===== config.mk =====
export PLATFORM = sky130hd
export DESIGN_NAME = i2c_master_ctrl
export DESIGN_NICKNAME = d
export VERILOG_FILES = /design/src/rtl/i2c_master_ctrl.sv
export SDC_FILE = /design/constraint.sdc
export NUM_CORES = 1
export LEC_CHECK = 0
export ABC_AREA = 1
export BUFFER_PORTS_ARGS = -buffer_cell sky130_fd_sc_hd__buf_2
export CAP_MARGIN = 10
export CELL_PAD_IN_SITES_DETAIL_PLACEMENT = 1
export CELL_PAD_IN_SITES_GLOBAL_PLACEMENT = 2
export CORE_ASPECT_RATIO = 0.6
export CORE_MARGIN = 10
export CORE_UTILIZATION = 29
export DETAILED_ROUTE_END_ITERATION = 10
export GPL_ROUTABILITY_DRIVEN = 0
export HOLD_SLACK_MARGIN = 0.15
export PLACE_DENSITY = 0.77
export SLEW_MARGIN = 40
export SYNTH_ARGS = -nofsm -noshare
export SYNTH_HDL_FRONTEND = slang
export SYNTH_SLANG_ARGS = --single-unit

===== constraint.sdc =====
create_clock -name ref_clk -period 2 [get_ports ref_clk]
set_clock_uncertainty 0.1 [all_clocks]
set_input_delay 0.4 -clock ref_clk [delete_from_list [all_inputs] [get_ports ref_clk]]
set_output_delay 0.4 -clock ref_clk [all_outputs]
set_load 0.05 [all_outputs]

===== src/rtl/i2c_master_ctrl.sv =====
// Single-byte I2C master: START, addr+R/W, ACK, one data byte, ACK/NACK, STOP.
// Ports: ref_clk/rst_n (sync active-low); cmd_valid/cmd_ready/cmd_rw/cmd_addr/cmd_wdata
// command side; rd_data/done/ack_err/busy status; scl_oe/sda_oe open-drain pulls; sda_in pad.
module i2c_master_ctrl #(
    parameter int DELAY = 5000
) (
    input  logic       ref_clk,
    input  logic       rst_n,
    input  logic       cmd_valid,
    output logic       cmd_ready,
    input  logic       cmd_rw,
    input  logic [6:0] cmd_addr,
    input  logic [7:0] cmd_wdata,
    output logic [7:0] rd_data,
    output logic       done,
    output logic       ack_err,
    output logic       busy,
    output logic       scl_oe,
    output logic       sda_oe,
    input  logic       sda_in
);
    localparam int QUARTER = DELAY / 4;
    localparam int QW = (QUARTER > 1) ? $clog2(QUARTER) : 1;
    localparam logic [QW-1:0] QLAST = QW'(QUARTER - 1);

    typedef enum logic [2:0] {
        IDLE, START, ADDR, AACK, DATA, DACK, STOP
    } state_t;

    state_t        state, state_n;
    logic [QW-1:0] qcnt, qcnt_n;
    logic [1:0]    phase, phase_n;
    logic [2:0]    bitn, bitn_n;
    logic [7:0]    shreg, shreg_n;
    logic [7:0]    wdata, wdata_n;
    logic [7:0]    rd_data_n;
    logic          rw, rw_n;
    logic          samp, samp_n;
    logic          done_n, ack_err_n;
    logic          scl_n, sda_n;
    logic          sync1, sync2;
    logic          q_end, bit_end, sample;

    assign cmd_ready = (state == IDLE);
    assign busy      = (state != IDLE);
    assign q_end     = (qcnt == QLAST);
    assign bit_end   = q_end && (phase == 2'd3);
    assign sample    = busy && q_end && (phase == 2'd2);

    always_comb begin
        state_n   = state;
        qcnt_n    = qcnt;
        phase_n   = phase;
        bitn_n    = bitn;
        shreg_n   = shreg;
        wdata_n   = wdata;
        rw_n      = rw;
        samp_n    = samp;
        rd_data_n = rd_data;
        done_n    = 1'b0;
        ack_err_n = ack_err;
        scl_n     = 1'b0;
        sda_n     = 1'b0;

        if (state != IDLE) begin
            qcnt_n = q_end ? '0 : qcnt + 1'b1;
            if (q_end) phase_n = phase + 1'b1;
        end

        // Read bits shift in at the sample point; write bits shift out at bit end.
        if (sample) begin
            samp_n = sync2;
            if (state == DATA && rw) shreg_n = {shreg[6:0], sync2};
        end

        unique case (state)
            IDLE: begin
                if (cmd_valid) begin
                    state_n   = START;
                    qcnt_n    = '0;
                    phase_n   = 2'd0;
                    bitn_n    = 3'd0;
                    rw_n      = cmd_rw;
                    wdata_n   = cmd_wdata;
                    shreg_n   = {cmd_addr, cmd_rw};
                    ack_err_n = 1'b0;
                end
            end
            START: if (bit_end) state_n = ADDR;
            ADDR: begin
                if (bit_end) begin
                    shreg_n = {shreg[6:0], 1'b0};
                    bitn_n  = bitn + 1'b1;
                    if (bitn == 3'd7) state_n = AACK;
                end
            end
            AACK: begin
                if (bit_end) begin
                    if (samp) begin
                        ack_err_n = 1'b1;
                        state_n   = STOP;
                    end else begin
                        shreg_n = wdata;
                        state_n = DATA;
                    end
                end
            end
            DATA: begin
                if (bit_end) begin
                    if (!rw) shreg_n = {shreg[6:0], 1'b0};
                    bitn_n = bitn + 1'b1;
                    if (bitn == 3'd7) state_n = DACK;
                end
            end
            DACK: begin
                if (bit_end) begin
                    if (!rw && samp) ack_err_n = 1'b1;
                    state_n = STOP;
                end
            end
            STOP: begin
                if (bit_end) begin
                    state_n = IDLE;
                    done_n  = 1'b1;
                    if (rw && !ack_err) rd_data_n = shreg;
                end
            end
            default: state_n = IDLE;
        endcase

        // Pad drive is decoded from next-state values so the registered
        // pins line up exactly with the phase boundaries.
        case (state_n)
            START: begin
                sda_n = phase_n[1];
                scl_n = (phase_n == 2'd3);
            end
            ADDR: begin
                scl_n = (phase_n == 2'd0) || (phase_n == 2'd3);
                sda_n = ~shreg_n[7];
            end
            DATA: begin
                scl_n = (phase_n == 2'd0) || (phase_n == 2'd3);
                sda_n = ~rw_n & ~shreg_n[7];
            end
            AACK, DACK: begin
                scl_n = (phase_n == 2'd0) || (phase_n == 2'd3);
            end
            STOP: begin
                scl_n = (phase_n == 2'd0);
                sda_n = ~phase_n[1];
            end
            default: begin
                scl_n = 1'b0;
                sda_n = 1'b0;
            end
        endcase
    end

    always_ff @(posedge ref_clk) begin
        if (!rst_n) begin
            state   <= IDLE;
            qcnt    <= '0;
            phase   <= 2'd0;
            bitn    <= 3'd0;
            shreg   <= 8'd0;
            wdata   <= 8'd0;
            rw      <= 1'b0;
            samp    <= 1'b0;
            rd_data <= 8'd0;
            done    <= 1'b0;
            ack_err <= 1'b0;
            scl_oe  <= 1'b0;
            sda_oe  <= 1'b0;
            sync1   <= 1'b1;
            sync2   <= 1'b1;
        end else begin
            state   <= state_n;
            qcnt    <= qcnt_n;
            phase   <= phase_n;
            bitn    <= bitn_n;
            shreg   <= shreg_n;
            wdata   <= wdata_n;
            rw      <= rw_n;
            samp    <= samp_n;
            rd_data <= rd_data_n;
            done    <= done_n;
            ack_err <= ack_err_n;
            scl_oe  <= scl_n;
            sda_oe  <= sda_n;
            sync1   <= sda_in;
            sync2   <= sync1;
        end
    end
endmodule

Word level (Yosys, flattened, before mapping)
Cells that the tools add are included.
{"block": "word_totals", "reg_bits": 51, "output_inout_bits": 14, "word_cells": 108}
{"block": "op_classes", "add_sub_neg": 3, "eq_ne": 23, "muxes": 42, "bitwise": 4, "reduce_logical": 21}
{"operator": "8-bit 2-to-1 mux", "n": 8}
{"operator": "11-bit 2-to-1 mux", "n": 4}
{"operator": "3-bit 2-to-1 mux", "n": 11}
{"operator": "8-bit one-hot mux with 4 select lines", "n": 1}
{"operator": "3-bit == test (second input constant)", "n": 7}
{"operator": "3-bit one-hot mux with 7 select lines", "n": 1}
{"operator": "3-bit by 2-bit == test with 1-bit output (second input constant)", "n": 4}
{"operator": "11-bit by 1-bit adder with 11-bit output (second input constant)", "n": 1}
{"operator": "11-bit == test (second input constant)", "n": 1}
{"operator": "2-bit 2-to-1 mux", "n": 5}
{"operator": "2-bit inequality test (second input constant)", "n": 5}
{"operator": "1-bit 2-to-1 mux", "n": 8}
{"operator": "2-bit == test (second input constant)", "n": 3}
{"operator": "3-bit by 1-bit == test with 1-bit output (second input constant)", "n": 2}
{"operator": "1-bit logical AND", "n": 6}
{"operator": "1-bit one-hot mux with 3 select lines", "n": 2}
{"operator": "3-bit one-hot mux with 2 select lines", "n": 1}
{"operator": "3-bit AND reduction", "n": 2}
{"operator": "6-bit AND reduction", "n": 1}
{"operator": "3-bit nonzero test", "n": 2}
{"operator": "1-bit one-hot mux with 4 select lines", "n": 1}
{"operator": "2-bit AND reduction", "n": 2}
{"operator": "4-bit OR reduction", "n": 1}
{"operator": "3-bit by 1-bit adder with 3-bit output (second input constant)", "n": 1}
{"operator": "other kinds (10)", "n": 13}

Depth between registers and ports, before layout
{"block": "depth", "depth_word": 10, "depth_mapped": 17, "depth_no_buf": 17}

Worst setup path before layout
Ideal clock, no wire load.
{"block": "synth_timing", "kind": "reg-to-reg", "start": "register state[1]", "end": "register scl_oe", "setup_time_ps": 109, "arrival_time_ps": 2266, "required_ps": 1791, "slack_ps": -475, "stages_incl_launch_ff": 15, "path_buffers": 1, "synth_period_minus_slack_ps": 2475, "cell_sequence": "dfxtp_1 -> inv_2 -> nand2_2 -> nor2_4 -> inv_2 -> nor2_4 -> buf_2 -> o21ai_0 -> o21ai_0 -> inv_1 -> ha_1 -> nand4_1 -> nand3_1 -> nand2_1 -> inv_1"}
{"item": "start, declared", "line": "30", "source": "state_t state, state_n;"}
{"item": "start signal, assigned", "line": "178", "source": "state <= state_n;"}
{"item": "3-bit logical NOT (*)"}
{"item": "via cmd_ready", "line": "10", "source": "output logic cmd_ready,"}
{"item": "2-bit 2-to-1 mux (*)", "line": "76", "source": "unique case (state)"}
{"item": "via phase_n[0]", "line": "32", "source": "logic [1:0] phase, phase_n;"}
{"item": "2-bit == test or 2-bit logical NOT (tied branches)"}
{"item": "1-bit logical OR", "line": "139, 143, 147"}
{"item": "1-bit one-hot mux with 3 select lines (*)", "line": "133", "source": "case (state_n)"}
{"item": "end signal, assigned", "line": "189", "source": "scl_oe <= scl_n;"}
{"item": "end, declared", "line": "18", "source": "output logic scl_oe,"}
The timed path passes the listed nets; every way through them passes the cells marked *.
A chain may end at the register's enable or synchronous reset.

Final worst setup path
{"block": "layout_timing", "start": "register qcnt[1]", "end": "register qcnt[9]"}
{"block": "layout_between", "elab_chain_cells": 5}
{"item": "start, declared", "line": "31", "source": "logic [QW-1:0] qcnt, qcnt_n;"}
{"item": "start signal, assigned", "line": "179", "source": "qcnt <= qcnt_n;"}
{"item": "11-bit by 1-bit adder with 11-bit output or 11-bit == test (tied branches)", "line": "66, 46"}
{"item": "11-bit 2-to-1 mux (*)", "line": "66", "source": "qcnt_n = q_end ? '0 : qcnt + 1'b1;"}
{"item": "11-bit 2-to-1 mux (*)", "line": "65", "source": "if (state != IDLE) begin"}
{"item": "11-bit 2-to-1 mux", "line": "78", "source": "if (cmd_valid) begin"}
{"item": "11-bit 2-to-1 mux (*)", "line": "76"}
Every way passes the cells marked *; elsewhere a longest branch is shown, timed or not.

==> metrics.cfg <==
[status]
status = finished, violations left
violations = negative setup slack

[clocking]
cts_htree_levels = 2
clk_pin_slew_ps = 70
cts_tree = yes
cts_buffers = 5
root_buffer = clkbuf_16
cts_num_sinks = 51
hold_buffers = 0
clock_latency_ps = 290
clk_path_buf_depth = 2

[detailed_routing]
wl_per_cell_um = 16.7
vias = 3257
drtIter0Drc = 167
drc = 0
routed_wirelength_mm = 11.3
dr.pass1.iters = 4
detail-route-antenna-nets = 0
avgViaCountPerCell = 4.82

[min_path]
hold_start = sda_in
holdCritPathClass = primary input to register

[setup_path]
reg2reg_from = qcnt[1]
crit_arrival_ps = 2200
crit_top_cell = buf_4
worstPathRequired_ps = 2090
worstPathMaxFanout = 2
crit_family = simple AND/OR/NAND/NOR gates
startpoint_type = register
cp_slowest_stage_delay_ps = 340
crit_chain = inv_2, buf_4, buf_4, buf_4, buf_4, buf_4, nor4_2, nand2_1, nor3_2, nand2_1, o21bai_1, a21oi_1
cp.buffers_inverters = 6
startpoint = qcnt[1]
cp-end-kind = register
critical-path-slowest-cell = dfxtp_2
crit_type = register to register

[logic_synthesis]
synth_common_cells = 85 x nand2_1, 61 x nor2_1, 51 x dfxtp_1
netlist.area_leader.share_pct = 34.6
synth_top_area_cell = dfxtp_1
syn_inst = 438
syn_area_um2 = 2950
synth_enable_flop_cells = 0
yosysMostFrequentCell = nand2_1
synth_seq_area_share_pct = 34.6
async_flop_share_pct = 0
synth_top_flop_cell = dfxtp_1
yosysWarnings = 0
synthTopCellsByArea = dfxtp_1 35%, nand2_1 11%, nor2_1 7.8%
ys_types = 41
avgSynthCellArea_um2 = 6.74
synth_nets = 466
ys_ff_latch = 51

[cells_and_area]
diodes = 0
area_growth_pct = 42.0
multi_input_area_um2 = 1860
drive_gt1_share_pct = 37.3
num-nets-final = 569
finalInstanceArea_um2 = 4190
utilization_pct = 42.4
regArea_um2 = 1030
fill_cells = 1278

[place]
portBuffers = 33
postPlaceCellArea_um2 = 3670
dpl.hpwl_mm = 8.71

[floorplanning]
rows = 28
ioPinCount = 34
start_util_pct = 29.9
die_h_um = 98.1
dieArea_um2 = 14700
die_x_um = 150
coreArea_um2 = 9880

[timing]
period_share_pct = 106
setup_viol = 7
fin_ws_ps = -113
tightest_slew_ps = 521
rsz0062_at_grt = yes
min_period_ps = 2110
finalMaxSlewViolations = 0
finalHoldViolations = 0
relSlewSlack_pct = 65.2
fmax_mhz = 473

[power_and_ir_drop]
leakage_uw = 0.00194
ir_worst_vdd_v = 0.000316
power_density_nw_per_um2 = 559

[global_route]
grt_max_degree = 23
overflow = 0
antenna_found_initial = 0
grt_pass1_wl_mm = 17.9
grt_usage_pct = 15.0
first_global_vias = 3446

[flow_run]
drv_cap = 0

[metrics by stage]
stage / power (uW) / instances / TNS (ps) / hold slack (ps) / worst slack, ps
finish: 2340 / 676 / -405 / 193 / -113
global route: 2450 / 676 / -1900 / 199 / -270
CTS: 2340 / 672 / -272 / 191 / -83.1
detailed placement: 1430 / 652 / -1090 / 319 / -310
global placement: 1420 / 652 / -539 / 316 / -206
floorplan: 1280 / 438 / -425 / 293 / -293
[metal layers]
metal | vias up | global-route usage (%) | share of wire [%]
met4 | 0 | 1.64 | 0.25
li1 | 1638 | - | -
met1 | 1556 | 22.1 | 54
met2 | 57 | 22.4 | 41
met5 | - | 0 | 0
met3 | 6 | 3.27 | 4.3
[registers in the layout, indices dropped and copies added, names as in the netlist]
name     flops
qcnt        11
rd_data      8
shreg        8
wdata        8
bitn         3
state        3
phase        2
ack_err      1
done         1
rw           1
samp         1
scl_oe       1
sda_oe       1
sync1        1
sync2        1
[cells in the final DEF (no fill, tap or decap), types with 3 or more instances in the layout]
master	netlist	final
a21oi_1	18	15
buf_6	1	7
a31oi_1	7	7
nand3_2	4	4
buf_2	2	32
dfxtp_1	51	45
buf_4	0	66
nand2_1	85	77
nor2_4	5	12
nand4_1	4	4
nor3_1	6	4
clkbuf_16	0	5
nand2_2	4	9
a21oi_2	1	4
o211ai_1	3	3
ha_1	8	5
nor2_1	61	53
nor3_2	2	4
o21ai_0	40	32
nor2_2	6	7
dfxtp_2	0	5
nand3_4	0	3
o21ai_1	14	15
nand2_4	0	3
o21ai_2	0	5
inv_1	49	43
nand3_1	22	19
inv_2	13	17
[worst paths after layout]
kind | end | slack [ps] | cells after the start
hold / removal | sync1 | 190 | 2
setup / recovery | qcnt[9] | -110 | 12
hold reg to reg | sync2 | 340 | 1
setup reg to reg | qcnt[9] | -110 | 12
[where the power goes]
group          internal [uW]  leakage (uW)  total, uW  switching, uW
Sequential              1050      0.000419       1080           31.0
Combinational            150       0.00145        375            224
Clock                    490     0.0000727        882            391
[cell type report]
class | count | area share [%]
clock buffer | 6 | 3.32
clock inverter | 1 | 0.119
inverter | 64 | 5.91
multi-input combinational | 313 | 44.3
sequential | 51 | 24.6
tap | 135 | 4.03
timing repair buffer | 106 | 17.7
[logic make-up (layout without fill, tap and decap cells)]
logic type                 Yosys count  count (layout)  synth area share (%)
AOI/OAI and AO/OA                   92              92                  17.4
xor gates and xnor gates             2               2                 0.594
adders and majority gates            8               8                  3.39
buffers and inverters               74             177                  9.75
DFF                                 51              51                  34.6
and+or+nand+nor                    211             211                  34.2
[repair_timing]
| item | 4_1_cts | 5_1_grt |
|---|---|---|
| resized for setup | 26 | 49 |
| pin swaps | 18 | 32 |
| buffers inserted | 13 | 5 |
| endpoints found under the setup margin | 12 | 27 |
No activity file was read; power rests on OpenSTA's default activity.
